## src/rtl/sensor_timing_gen_mc.sv

```systemverilog
// Multi-channel image-sensor timing and pixel generator (fval/lval/pixel data, N pixels per clock).
// Optional: define SENSOR_FVAL_LVAL_ALIGN_EN to fix the fval lead/tail at 3 clocks.
module sensor_timing_gen_mc #(
  parameter int unsigned DATA_WIDTH  = 10,
  parameter int unsigned CHANNEL_NUM = 2,
  parameter int unsigned CNT_WIDTH   = 16,
  parameter logic [15:0] LFSR_SEED   = 16'hACE1
) (
  input  logic                              clk_pix,
  input  logic                              reset,
  input  logic [CNT_WIDTH-1:0]              i_width,
  input  logic [CNT_WIDTH-1:0]              i_height,
  input  logic [CNT_WIDTH-1:0]              i_h_blank,
  input  logic [CNT_WIDTH-1:0]              i_v_blank,
  input  logic [CNT_WIDTH-1:0]              i_fval_lval_gap,
  input  logic [1:0]                        i_pattern,
  input  logic                              i_continue_lval,
  input  logic                              i_pause,
  output logic                              o_fval,
  output logic                              o_lval,
  output logic [DATA_WIDTH*CHANNEL_NUM-1:0] o_pix_data
);
  localparam int unsigned CH_SHIFT = $clog2(CHANNEL_NUM);
  localparam int unsigned PIX_W    = DATA_WIDTH * CHANNEL_NUM;

  typedef enum logic [2:0] {IDLE, VBLANK, FV_LEAD, LINE, HBLANK, FV_TAIL} state_t;

  state_t               state;
  logic [CNT_WIDTH-1:0] sh_width, sh_height, sh_h_blank, sh_v_blank, sh_gap;
  logic [1:0]           sh_pattern;
  logic                 sh_continue;
  logic [CNT_WIDTH-1:0] cnt;        // clocks spent in the current state; column index while in LINE
  logic [CNT_WIDTH-1:0] line_idx;
  logic [CNT_WIDTH-1:0] frame_cnt;
  logic [15:0]          lfsr;

  logic [CNT_WIDTH-1:0] line_clks, v_len, h_len, gap_len;
  logic                 start_ok, last_line, enter_vblank, lfsr_fb;
  logic [PIX_W-1:0]     pix_c;

  assign line_clks = sh_width >> CH_SHIFT;
  assign v_len     = (sh_v_blank == '0) ? CNT_WIDTH'(1) : sh_v_blank;
  assign h_len     = (sh_h_blank == '0) ? CNT_WIDTH'(1) : sh_h_blank;
`ifdef SENSOR_FVAL_LVAL_ALIGN_EN
  assign gap_len   = CNT_WIDTH'(3);
`else
  assign gap_len   = (sh_gap == '0) ? CNT_WIDTH'(1) : sh_gap;
`endif
  assign start_ok     = !i_pause && ((i_width >> CH_SHIFT) != '0) && (i_height != '0);
  assign last_line    = (line_idx == sh_height - CNT_WIDTH'(1));
  assign enter_vblank = ((state == IDLE) && start_ok) ||
                        ((state == FV_TAIL) && (cnt == gap_len - CNT_WIDTH'(1)));
  assign lfsr_fb      = lfsr[0] ^ lfsr[2] ^ lfsr[3] ^ lfsr[5];

  function automatic logic [DATA_WIDTH-1:0] rotl(input logic [DATA_WIDTH-1:0] v,
                                                 input int unsigned k);
    logic [DATA_WIDTH-1:0] r;
    r = v;
    for (int unsigned i = 0; i < k; i++) r = {r[DATA_WIDTH-2:0], r[DATA_WIDTH-1]};
    return r;
  endfunction

  // Per-channel pixel value for the current LINE clock
  for (genvar k = 0; k < CHANNEL_NUM; k++) begin : g_ch
    logic [DATA_WIDTH-1:0] ch_val;
    always_comb begin
      ch_val = '0;
      case (sh_pattern)
        2'd0:    ch_val = DATA_WIDTH'(frame_cnt);
        2'd1:    ch_val = DATA_WIDTH'(line_idx);
        2'd2:    ch_val = DATA_WIDTH'(cnt * CNT_WIDTH'(CHANNEL_NUM) + CNT_WIDTH'(k));
        default: ch_val = rotl(lfsr[DATA_WIDTH-1:0], k);
      endcase
    end
    assign pix_c[k*DATA_WIDTH +: DATA_WIDTH] = ch_val;
  end

  // Frame geometry is frozen on VBLANK entry so mid-frame changes land on the next frame
  always_ff @(posedge clk_pix or posedge reset) begin
    if (reset) begin
      sh_width    <= '0;
      sh_height   <= '0;
      sh_h_blank  <= '0;
      sh_v_blank  <= '0;
      sh_gap      <= '0;
      sh_pattern  <= 2'd0;
      sh_continue <= 1'b0;
    end else if (enter_vblank) begin
      sh_width    <= i_width;
      sh_height   <= i_height;
      sh_h_blank  <= i_h_blank;
      sh_v_blank  <= i_v_blank;
      sh_gap      <= i_fval_lval_gap;
      sh_pattern  <= i_pattern;
      sh_continue <= i_continue_lval;
    end
  end

  // Timing FSM; outputs reflect the state held during the previous clock
  always_ff @(posedge clk_pix or posedge reset) begin
    if (reset) begin
      state      <= IDLE;
      cnt        <= '0;
      line_idx   <= '0;
      frame_cnt  <= '0;
      lfsr       <= LFSR_SEED;
      o_fval     <= 1'b0;
      o_lval     <= 1'b0;
      o_pix_data <= '0;
    end else begin
      o_fval     <= (state == FV_LEAD) || (state == LINE) || (state == HBLANK) || (state == FV_TAIL);
      o_lval     <= (state == LINE);
      o_pix_data <= (state == LINE) ? pix_c : '0;
      case (state)
        IDLE: begin
          cnt <= '0;
          if (start_ok) state <= VBLANK;
        end
        VBLANK: begin
          if (cnt == v_len - CNT_WIDTH'(1)) begin
            cnt <= '0;
            if (i_pause || (line_clks == '0) || (sh_height == '0)) state <= IDLE;
            else                                                    state <= FV_LEAD;
          end else begin
            cnt <= cnt + CNT_WIDTH'(1);
          end
        end
        FV_LEAD: begin
          if (cnt == gap_len - CNT_WIDTH'(1)) begin
            cnt      <= '0;
            line_idx <= '0;
            state    <= LINE;
          end else begin
            cnt <= cnt + CNT_WIDTH'(1);
          end
        end
        LINE: begin
          lfsr <= {lfsr_fb, lfsr[15:1]};
          if (cnt == line_clks - CNT_WIDTH'(1)) begin
            cnt <= '0;
            if (last_line) begin
              state <= FV_TAIL;
            end else begin
              line_idx <= line_idx + CNT_WIDTH'(1);
              state    <= sh_continue ? LINE : HBLANK;
            end
          end else begin
            cnt <= cnt + CNT_WIDTH'(1);
          end
        end
        HBLANK: begin
          if (cnt == h_len - CNT_WIDTH'(1)) begin
            cnt   <= '0;
            state <= LINE;
          end else begin
            cnt <= cnt + CNT_WIDTH'(1);
          end
        end
        FV_TAIL: begin
          if (cnt == gap_len - CNT_WIDTH'(1)) begin
            cnt       <= '0;
            frame_cnt <= frame_cnt + CNT_WIDTH'(1);
            state     <= VBLANK;
          end else begin
            cnt <= cnt + CNT_WIDTH'(1);
          end
        end
        default: begin
          cnt   <= '0;
          state <= IDLE;
        end
      endcase
    end
  end
endmodule

```

## config.mk

```make
export PLATFORM = sky130hd
export DESIGN_NAME = sensor_timing_gen_mc
export DESIGN_NICKNAME = d
export VERILOG_FILES = /design/src/rtl/sensor_timing_gen_mc.sv
export SDC_FILE = /design/constraint.sdc
export NUM_CORES = 1
export LEC_CHECK = 0
export ABC_AREA = 1
export CAP_MARGIN = 20
export CORE_MARGIN = 10
export CORE_UTILIZATION = 45
export DETAILED_ROUTE_END_ITERATION = 12
export MAX_ROUTING_LAYER = met4
export PLACE_DENSITY = 0.78
export REMOVE_ABC_BUFFERS = 1
export SYNTH_ARGS = -nofsm -noshare
export SYNTH_HDL_FRONTEND = slang
export SYNTH_SLANG_ARGS = --single-unit
export TNS_END_PERCENT = 30
```

## constraint.sdc

```tcl
create_clock -name clk_pix -period 5.7 [get_ports clk_pix]
set_input_delay 1.14 -clock clk_pix [delete_from_list [all_inputs] [get_ports clk_pix]]
set_output_delay 1.14 -clock clk_pix [all_outputs]
set_load 0.005 [all_outputs]
```

==> results of run 1 <==
cells in the mapped netlist:
library cell / n / area [sq um]
nor2_1: 182 / 683
o211ai_1: 8 / 60.1
nor3_1: 28 / 140
nand2_2: 4 / 25.0
nor3b_1: 3 / 22.5
xnor3_1: 5 / 113
buf_6: 8 / 90.1
or2_2: 10 / 62.6
buf_2: 11 / 55.1
nand3b_1: 6 / 45.0
nor2_2: 4 / 25.0
a31o_2: 1 / 8.76
xor2_2: 1 / 16.3
nand3_1: 132 / 661
nor2_4: 3 / 33.8
buf_4: 1 / 7.51
clkinv_1: 1 / 3.75
a221oi_1: 1 / 8.76
inv_1: 162 / 608
o21ai_0: 54 / 270
nor4_1: 12 / 75.1
o31ai_1: 1 / 7.51
ha_1: 10 / 125
nor3b_2: 1 / 12.5
nand3_2: 1 / 10.0
clkbuf_1: 24 / 90.1
o21bai_1: 2 / 15.0
dfstp_2: 8 / 210
a21o_1: 1 / 7.51
o21ai_1: 57 / 285
xnor2_1: 35 / 307
o2111ai_1: 1 / 8.76
dfrtp_1: 157 / 3930
a211oi_1: 1 / 7.51
a21oi_1: 12 / 60.1
nand4_1: 26 / 163
xor2_1: 67 / 587
nand2_1: 442 / 1660
a21oi_2: 1 / 8.76
state kept, by name, summed over array words and instances (netlist names):
signal       count
sh_width        15
cnt             16
sh_h_blank      16
line_idx        16
sh_continue      1
frame_cnt       10
sh_v_blank      16
o_fval           1
sh_gap          16
state            3
sh_height       16
sh_pattern       2
lfsr            16
o_pix_data      20
o_lval           1
kinds of logic after synthesis:
kind of cell	Yosys count	share of synthesized area [%]
AO/OA/AOI/OAI	140	7.12
XOR/XNOR	108	9.73
adder cells (fa/ha/maj)	10	1.19
buffers and inverters	207	8.13
flip-flops	165	39.4
AND/OR/NAND/NOR	854	34.4
power by group:
part	internal [mW]	switching (mW)
Combinational	1.02	1.64
Clock	0.711	0.545
Sequential	1.51	0.397
Total	3.24	2.58
metrics by stage:
stage | area, sq um | instances | utilization, %
6_report | 12500 | 1900 | 54.7
5_1_grt | 12500 | 1900 | 54.7
4_1_cts | 12500 | 1900 | 54.7
3_5_place_dp | 11800 | 1868 | 51.9
3_3_place_gp | 11800 | 1868 | 51.9
2_1_floorplan | 10300 | 1440 | -
metal layers:
metal | vias to the layer above | wire length, microns | track usage (%)
met1 | 4583 | 12400 | 23.7
met5 | - | 0 | -
li1 | 4890 | - | -
met4 | 0 | 754 | 6.93
met2 | 302 | 13600 | 31.1
met3 | 64 | 1650 | 4.03
final timing paths:
check                          endpoint  slack [ps]  cells past startpoint
hold reg to reg                lfsr[13]         470                      2
max in group asynchronous      lfsr[11]        3410                      3
setup reg to reg           line_idx[10]        1960                     21
min in group asynchronous     sh_gap[1]        1250                      2
setup / recovery           line_idx[10]        1960                     21
hold / removal                 lfsr[13]         470                      2
worst register-to-register path, stage by stage, from the launching register on:
cell,delay (ps)
dfrtp_1,420
nor2_1,230
nand2_1,110
nor2_2,130
nand2_2,130
nand2_1,120
inv_1,50
ha_1,230
nand2_2,140
o21ai_1,110
nand2_1,90
nand2_1,50
nand2_1,140
nand2_1,70
nor2_1,90
nand3_1,70
nor2_1,90
nand2_1,180
a21oi_2,220
nand2_1,600
nand2_1,240
o21ai_1,90
final cells by class:
class                   count  area (sq um)
multi-input cells        1112          5520
repair buffers            115          1150
fillers                  2151         10300
inverters                 163           617
clock inverters            15           208
flip-flops and latches    165          4140
well taps                 313           392
clock buffers              17           425
==> impl_metrics.ini, run 1 <==
[synthesis]
ys_ff_latch = 165
synth-seq-area-share_pct = 39.4
synth_warnings = 0
netlist_area_sq_um = 10500
synth_area_per_cell_sq_um = 7.08
yosysUniqueCellTypes = 39
syn_inst = 1484

[cells_and_area]
drive_gt1_share_pct = 4.85
nNetsFinal = 1670
antennaDiodeCount = 0
final_common_cell = nand2_1
final_cell_mix = nand2_1, nor2_1, inv_1
area_growth_pct = 18.5

[routing]
viasPerCell = 5.18
firstDrtPassIters = 5
antenna_left = 0
drc = 0
vias = 9839
wl_per_cell_microns = 15.0
drt_wl_total_mm = 28.4
drt-initial-drc-count = 715

[worst_hold_path]
holdCritStartpoint = lfsr[13]
holdCritPathClass = reg -> reg

[sta]
setup_violations = 0
final.setup.tns_ps = 0
layout_setup_ws_ps = 1960
relSlewSlack_pct = 32.8
fin_skew_ps = 13.0
min_period_ps = 3740
period_share_pct = 65.7
drv_slew = 0
rsz0062_at_grt = no
fmax_mhz = 267
whs_ps = 468
hold_violations = 0
worst_pin_slew_ps = 1010

[floorplanning]
fp.coreArea_sq_um = 22800
start_util_pct = 46.1
io_pins = 108
rows = 55
die-area_sq_um = 29900
die_h_microns = 173
die_x_microns = 173

[worst_setup_path]
critPathKind = reg -> reg
crit_path_max_fanout = 32
critPathMostFrequentCell = nand2_1
crit_family = simple AND/OR/NAND/NOR gates
crit_start = sh_gap[9]
arrival_ps = 4020
path_cells = nor2_1 -> nand2_1 -> nor2_2 -> nand2_2 -> nand2_1 -> inv_1 -> ha_1 -> nand2_2 -> o21ai_1 -> nand2_1 -> nand2_1 -> nand2_1 -> nand2_1 -> nor2_1 -> nand3_1 -> nor2_1 -> nand2_1 -> a21oi_2 -> nand2_1 -> nand2_1 -> o21ai_1
critPathRequiredTime_ps = 5980
end_kind = register
slowest_stage = nand2_1
slowest_delay_ps = 600
reg2reg_from = sh_gap[9]
cp-start-kind = register
critPathBufInv = 1

[cts]
cts_root_buf = clkbuf_16
cts_resized = 0
cts_sinks = 165
cts_max_level = 4
path_clk_slew_ps = 70
cts_tree = done
cts_setup_buffers = 0
cts_buffers = 17
hold_buffers = 0
clkLatencyLatePin_ps = 440
clk_path_buf_depth = 2

[global_route]
grt_overflow = 0
grt_usage_pct = 19.4
grt_pass1_vias = 9616
antenna_found_initial = 0
grt_max_degree = 88
grt_first_pass_wirelength_mm = 47.2

[placement]
dp_hpwl_mm = 21.4
io_buffers = 106
gp_congestion = 0.932
post-place-ws_ps = 2020

[power_and_ir_drop]
leakagePower_nw = 5.78
p_total_mw = 5.82
cellPowerDensity_nw_per_um2 = 467
ir_worst_vdd_mv = 0.208

[outcome]
outcome = finished clean

[job]
cap_violations = 0
No activity file was read; power rests on OpenSTA's default activity.
==> inputs of run 2 (changes only) <==
==> constraint.sdc (replaced) <==
create_clock -name clk_pix -period 3.3 [get_ports clk_pix]
set_input_delay 0.66 -clock clk_pix [delete_from_list [all_inputs] [get_ports clk_pix]]
set_output_delay 0.66 -clock clk_pix [all_outputs]
set_load 0.005 [all_outputs]
==> impl_metrics.ini, run 2 (synthesized netlist as in run 1, its figures left out) <==
[power_and_ir_drop]
p_total_mw = 10.2
pwr-share-seq_pct = 32.1
internal_power_mw = 5.63
ir_worst_vdd_mv = 0.339
switchingPower_mw = 4.55
netSwitchingFraction_pct = 44.7
cellPowerDensity_nw_per_um2 = 803
combPwrFrac_pct = 48.7
clkPwrFrac_pct = 19.2
leakagePower_nw = 5.88

[floorplanning]
die_h_microns = 173
io_pins = 108
die_x_microns = 173
fp.coreArea_sq_um = 22800
rows = 55
die-area_sq_um = 29900
start_util_pct = 46.1

[cells_and_area]
register_area_sq_um = 4140
final_common_cell = nand2_1
nNetsFinal = 1688
drive_gt1_share_pct = 6.73
antennaDiodeCount = 0
finalInstanceArea_sq_um = 12700
final_util_pct = 55.6
final_cell_mix = nand2_1, nor2_1, inv_1
regMostFlops = o_pix_data
n_fill_cell = 2100
largest_reg_flops = 20
area_growth_pct = 20.6
fin_cells = 1918
multi_input_area_sq_um = 5570

[cts]
cts_sinks = 165
clk_path_buf_depth = 2
cts_buffers = 17
cts_tree = done
clkLatencyLatePin_ps = 440
cts_root_buf = clkbuf_16
cts_max_level = 4
path_clk_slew_ps = 70

[sta]
fin_skew_ps = 10.6
drv_slew = 0
worst_pin_slew_ps = 637
final.setup.tns_ps = 0
setup_violations = 0
period_share_pct = 91.7
layout_setup_ws_ps = 272
whs_ps = 467
fmax_mhz = 330
hold_violations = 0
min_period_ps = 3030
relSlewSlack_pct = 57.2

[worst_hold_path]
holdCritPathClass = reg -> reg
holdCritStartpoint = lfsr[13]
hold_depth = 2
holdPathEnd = lfsr[13]

[worst_setup_path]
r2r_cells = 22
reg2reg_slack_ps = 270
reg2reg_to = state[0]
arrival_ps = 3360
critPathRequiredTime_ps = 3630
critPathKind = reg -> reg
cp-start-kind = register
crit_path_max_fanout = 6
end_kind = register
reg2reg_from = sh_gap[0]

[outcome]
outcome = finished clean

[global_route]
grt_pass1_vias = 9850
antenna_found_initial = 0
grt_overflow = 0
grt_usage_pct = 19.9
grt_max_degree = 73
grt_first_pass_wirelength_mm = 48.2

[routing]
antenna_left = 0
drc = 0
drt_wl_total_mm = 29.6
wl_per_cell_microns = 15.4
firstDrtPassIters = 5
viasPerCell = 5.21
drt-initial-drc-count = 775
vias = 9988

[placement]
gp_congestion = 0.940
place_inst = 1882
dp_hpwl_mm = 21.6
post-place-ws_ps = 224
dpl_cell_area_sq_um = 12000
io_buffers = 106

[job]
cap_violations = 0
-- run 2: cell count changes in the layout (fill, tap and decap cells not counted), moves of 3 or more --
cell	change
buf_4	+13
nor2_1	-8
nand2_1	-3
nand2_2	+3
clkinv_4	+4
nor2_2	+6
-- run 2: final cells by class --
class | count | area share [%]
inverter | 163 | 4.87
timing repair buffer | 133 | 10.9
sequential | 165 | 32.7
clock inverter | 15 | 1.15
multi-input combinational | 1112 | 44.0
clock buffer | 17 | 3.36
tap | 313 | 3.09
-- run 2: routing by layer --
metal	vias up	share of wire, %	track usage (%)
met5	-	0	-
met3	61	5.4	3.11
met2	327	49	33.4
met4	0	2.9	7.37
li1	4948	-	-
met1	4652	42	23.7
-- run 2: what timing repair did --
action                                  CTS  global route
buffers inserted                          0             2
endpoints found under the hold margin     0             0
endpoints found under the setup margin    0           121
hold buffers                              0             0
gates resized for setup                   0            19
-- run 2: power by group through the flow --
stage	logic [mW]	registers [mW]	clock network (mW)
global placement	4.67	3.23	0
finish	4.96	3.26	1.95
detailed placement	4.77	3.25	0
global route	5.62	3.35	2.07
floorplan	3.48	3.11	0
CTS	4.81	3.22	1.99
-- run 2: critical path: stages, from the launching register on --
cell	delay, ps
dfrtp_1	390
nor2_2	230
nand2_1	80
nor2_1	130
nand2_2	70
nand2_1	90
inv_1	50
ha_1	220
nand2_2	130
nor2_2	70
nand2_1	70
nand3_1	80
nand2_1	140
nand2_1	70
nor2_1	100
nand3_1	70
nor2_1	110
nand2_2	150
buf_4	170
a21oi_1	260
nand3_1	120
nand2_1	70
nand2_1	40
-- run 2: how the worst max path moves through the flow --
| stage | from | end | slack [ps] | cells after the start |
|---|---|---|---|---|
| final | sh_gap[0] | state[0] | 270 | 22 |
| after global routing | sh_h_blank[2] | cnt[14] | -20 | 21 |
| after CTS | sh_gap[7] | cnt[6] | 200 | 22 |
| after detailed placement | sh_gap[7] | cnt[6] | 220 | 22 |
| after global placement | sh_gap[7] | cnt[0] | 290 | 22 |
| after floorplan | reset | cnt[0] | -1810 | 1 |
==> inputs of run 3 (changes only) <==
--- a/config.mk
+++ b/config.mk
@@ -5,13 +5,14 @@
 export SDC_FILE = /design/constraint.sdc
 export NUM_CORES = 1
 export LEC_CHECK = 0
-export ABC_AREA = 1
 export CAP_MARGIN = 20
 export CORE_MARGIN = 10
 export CORE_UTILIZATION = 45
 export DETAILED_ROUTE_END_ITERATION = 12
+export GPL_ROUTABILITY_DRIVEN = 0
+export GPL_TIMING_DRIVEN = 0
 export MAX_ROUTING_LAYER = met4
-export PLACE_DENSITY = 0.78
+export PLACE_DENSITY = 0.79
 export REMOVE_ABC_BUFFERS = 1
 export SYNTH_ARGS = -nofsm -noshare
 export SYNTH_HDL_FRONTEND = slang
==> impl_metrics.ini, run 3 <==
[outcome]
outcome = finished, violations left
violations = setup timing

[worst_setup_path]
reg2reg_from = sh_gap[9]
crit_path_max_fanout = 12
arrival_ps = 4180
critPathKind = reg -> reg
crit_start = sh_gap[9]
end_kind = register
critPathRequiredTime_ps = 3620
cp-start-kind = register

[power_and_ir_drop]
ir_worst_vdd_mv = 0.468
leakagePower_nw = 5.04
p_total_mw = 10.5
cellPowerDensity_nw_per_um2 = 838

[sta]
final.setup.tns_ps = -58760
fin_skew_ps = 10.4
rsz0062_at_grt = yes
worst_pin_slew_ps = 857
drv_slew = 0
min_period_ps = 3850
setup_violations = 127
relSlewSlack_pct = 42.4
period_share_pct = 117
fmax_mhz = 259
layout_setup_ws_ps = -554
hold_violations = 0

[worst_hold_path]
holdCritPathClass = reg -> reg
holdCritStartpoint = lfsr[13]

[synthesis]
synthTopCellsByCount = dfrtp_1, nor2_1, nand2_1
muxShareOfSynthArea_pct = 10.6
synth-edff-count = 0
synth_top_family_by_area = simple AND/OR/NAND/NOR gates
synth_compound_area_share_pct = 10.5
synthSimpleGateAreaFrac_pct = 20.5
yosysUniqueCellTypes = 83
synth_most_common_cell = dfrtp_1
yosysTopAreaCell = dfrtp_1
netlist_area_sq_um = 9880
yosysTopAreaCellShare_pct = 39.8
ys.flop_type = dfrtp_1
syn_inst = 1028
synth_area_leaders = dfrtp_1, mux2_2, xnor2_1
synthArstFlopShare_pct = 100
synth_warnings = 0
synth_area_per_cell_sq_um = 9.61
synth-seq-area-share_pct = 41.9
synthAdderAreaFrac_pct = 1.27
ys_ff_latch = 165
synth_xor_area_share_pct = 11.3

[routing]
drt_wl_total_mm = 26.9
vias = 8289
wl_per_cell_microns = 18.9
antenna_left = 0
drc = 0
drt-initial-drc-count = 848
firstDrtPassIters = 5
viasPerCell = 5.82

[job]
cap_violations = 0

[cells_and_area]
register_area_sq_um = 4160
final_cell_mix = dfrtp_1, clkdlybuf4s50_1, nor2_1
multi_input_area_sq_um = 5850
nNetsFinal = 1228
largest_reg_flops = 20
n_fill_cell = 1760
drive_gt1_share_pct = 21.3
area_growth_pct = 27.3
final_common_cell = dfrtp_1
regMostFlops = o_pix_data
antennaDiodeCount = 0

[floorplanning]
die_h_microns = 168
start_util_pct = 45.6
fp.coreArea_sq_um = 21700
io_pins = 108
rows = 54
die_x_microns = 168
die-area_sq_um = 28300

[cts]
cts_tree = done
cts_sinks = 165
clk_path_buf_depth = 2
cts_root_buf = clkbuf_16
cts_buffers = 17
clkLatencyLatePin_ps = 430
cts_max_level = 4
path_clk_slew_ps = 70

[global_route]
grt_pass1_vias = 8274
grt_first_pass_wirelength_mm = 43.4
grt_overflow = 0
grt_max_degree = 122
grt_usage_pct = 19.0
antenna_found_initial = 0

[placement]
dp_hpwl_mm = 17.9
io_buffers = 106
## run 3: changes by cell type in the layout (fill, tap and decap cells not counted), sizes merged, moves of 18 or more
cell   change
mux2      +90
xnor2     +45
nor2      -79
xor2      -21
inv      -131
nand2    -358
nand3    -100
o21ai     -69
a21oi     +18
## run 3: layer usage
layer | wire (microns) | global-route usage [%] | vias up
met1 | 11600 | 23.8 | 4073
met2 | 13500 | 31.6 | 296
met3 | 1360 | 3.17 | 52
met5 | 0 | - | -
met4 | 451 | 4.47 | 0
li1 | - | - | 3868
## run 3: worst max-delay path, cell delays in order, from the launching register on
cell and delay [ps]:
dfrtp_2 460, nor4_4 320, and4_4 280, a21oi_2 50
ha_2 290, xnor2_1 130, a21oi_1 130, o311ai_1 130
or4_4 470, nor3b_2 170, and4_4 280, nand3_4 80
a21oi_4 180, buf_6 140, buf_16 140, buf_16 150
mux2_2 340
## run 3: through the flow
| stage | setup WS (ps) | util [%] | hold slack [ps] | instance area [sq um] | instances |
|---|---|---|---|---|---|
| floorplan | -1810 | - | 435 | 9590 | 973 |
| global placement | -3970 | 50.7 | 443 | 11000 | 1359 |
| detailed placement | -1750 | 51.3 | 449 | 11100 | 1363 |
| CTS | -462 | 57.0 | 459 | 12400 | 1416 |
| global route | -675 | 58.0 | 487 | 12600 | 1425 |
| finish | -554 | 58.0 | 462 | 12600 | 1425 |
## run 3: cells by family (layout without fill, tap and decap cells)
logic type | Yosys count | after routing
AOI/OAI and AO/OA | 153 | 153
xor gates and xnor gates | 127 | 127
adders and majority gates | 10 | 10
buffers and inverters | 86 | 203
DFF | 165 | 165
muxes | 93 | 93
and+or+nand+nor | 394 | 394
## run 3: final cells by class
class                   count  area share [%]
clock buffers              18            3.49
well taps                 280            2.78
flip-flops and latches    165            33.1
clock inverters            14            1.31
inverters                  31           0.985
repair buffers            140            11.8
multi-input cells         777            46.5
## run 3: worst paths after layout
path | end | slack, ps | cells past startpoint
max | sh_h_blank[4] | -550 | 16
min | lfsr[13] | 460 | 2
max reg2reg | sh_h_blank[4] | -550 | 16
min reg2reg | lfsr[13] | 460 | 2
max in group asynchronous | sh_width[15] | 1750 | 3
min in group asynchronous | sh_gap[13] | 620 | 2
## run 3: timing repair
action                                  4_1_cts  5_1_grt
resized for setup                           105       33
buffers inserted                             18        9
gates cloned                                  3        0
endpoints found under the setup margin      127      127
hold buffers                                  0        0
pin swaps                                    22        6
## run 3: report_power, final
part / switching [mW] / internal [mW] / leakage, nW / total [mW]
registers: 1.16 / 2.73 / 2.04 / 3.90
clock network: 0.894 / 1.16 / 0.296 / 2.05
logic: 2.18 / 2.41 / 2.70 / 4.59
total: 4.24 / 6.30 / 5.04 / 10.5
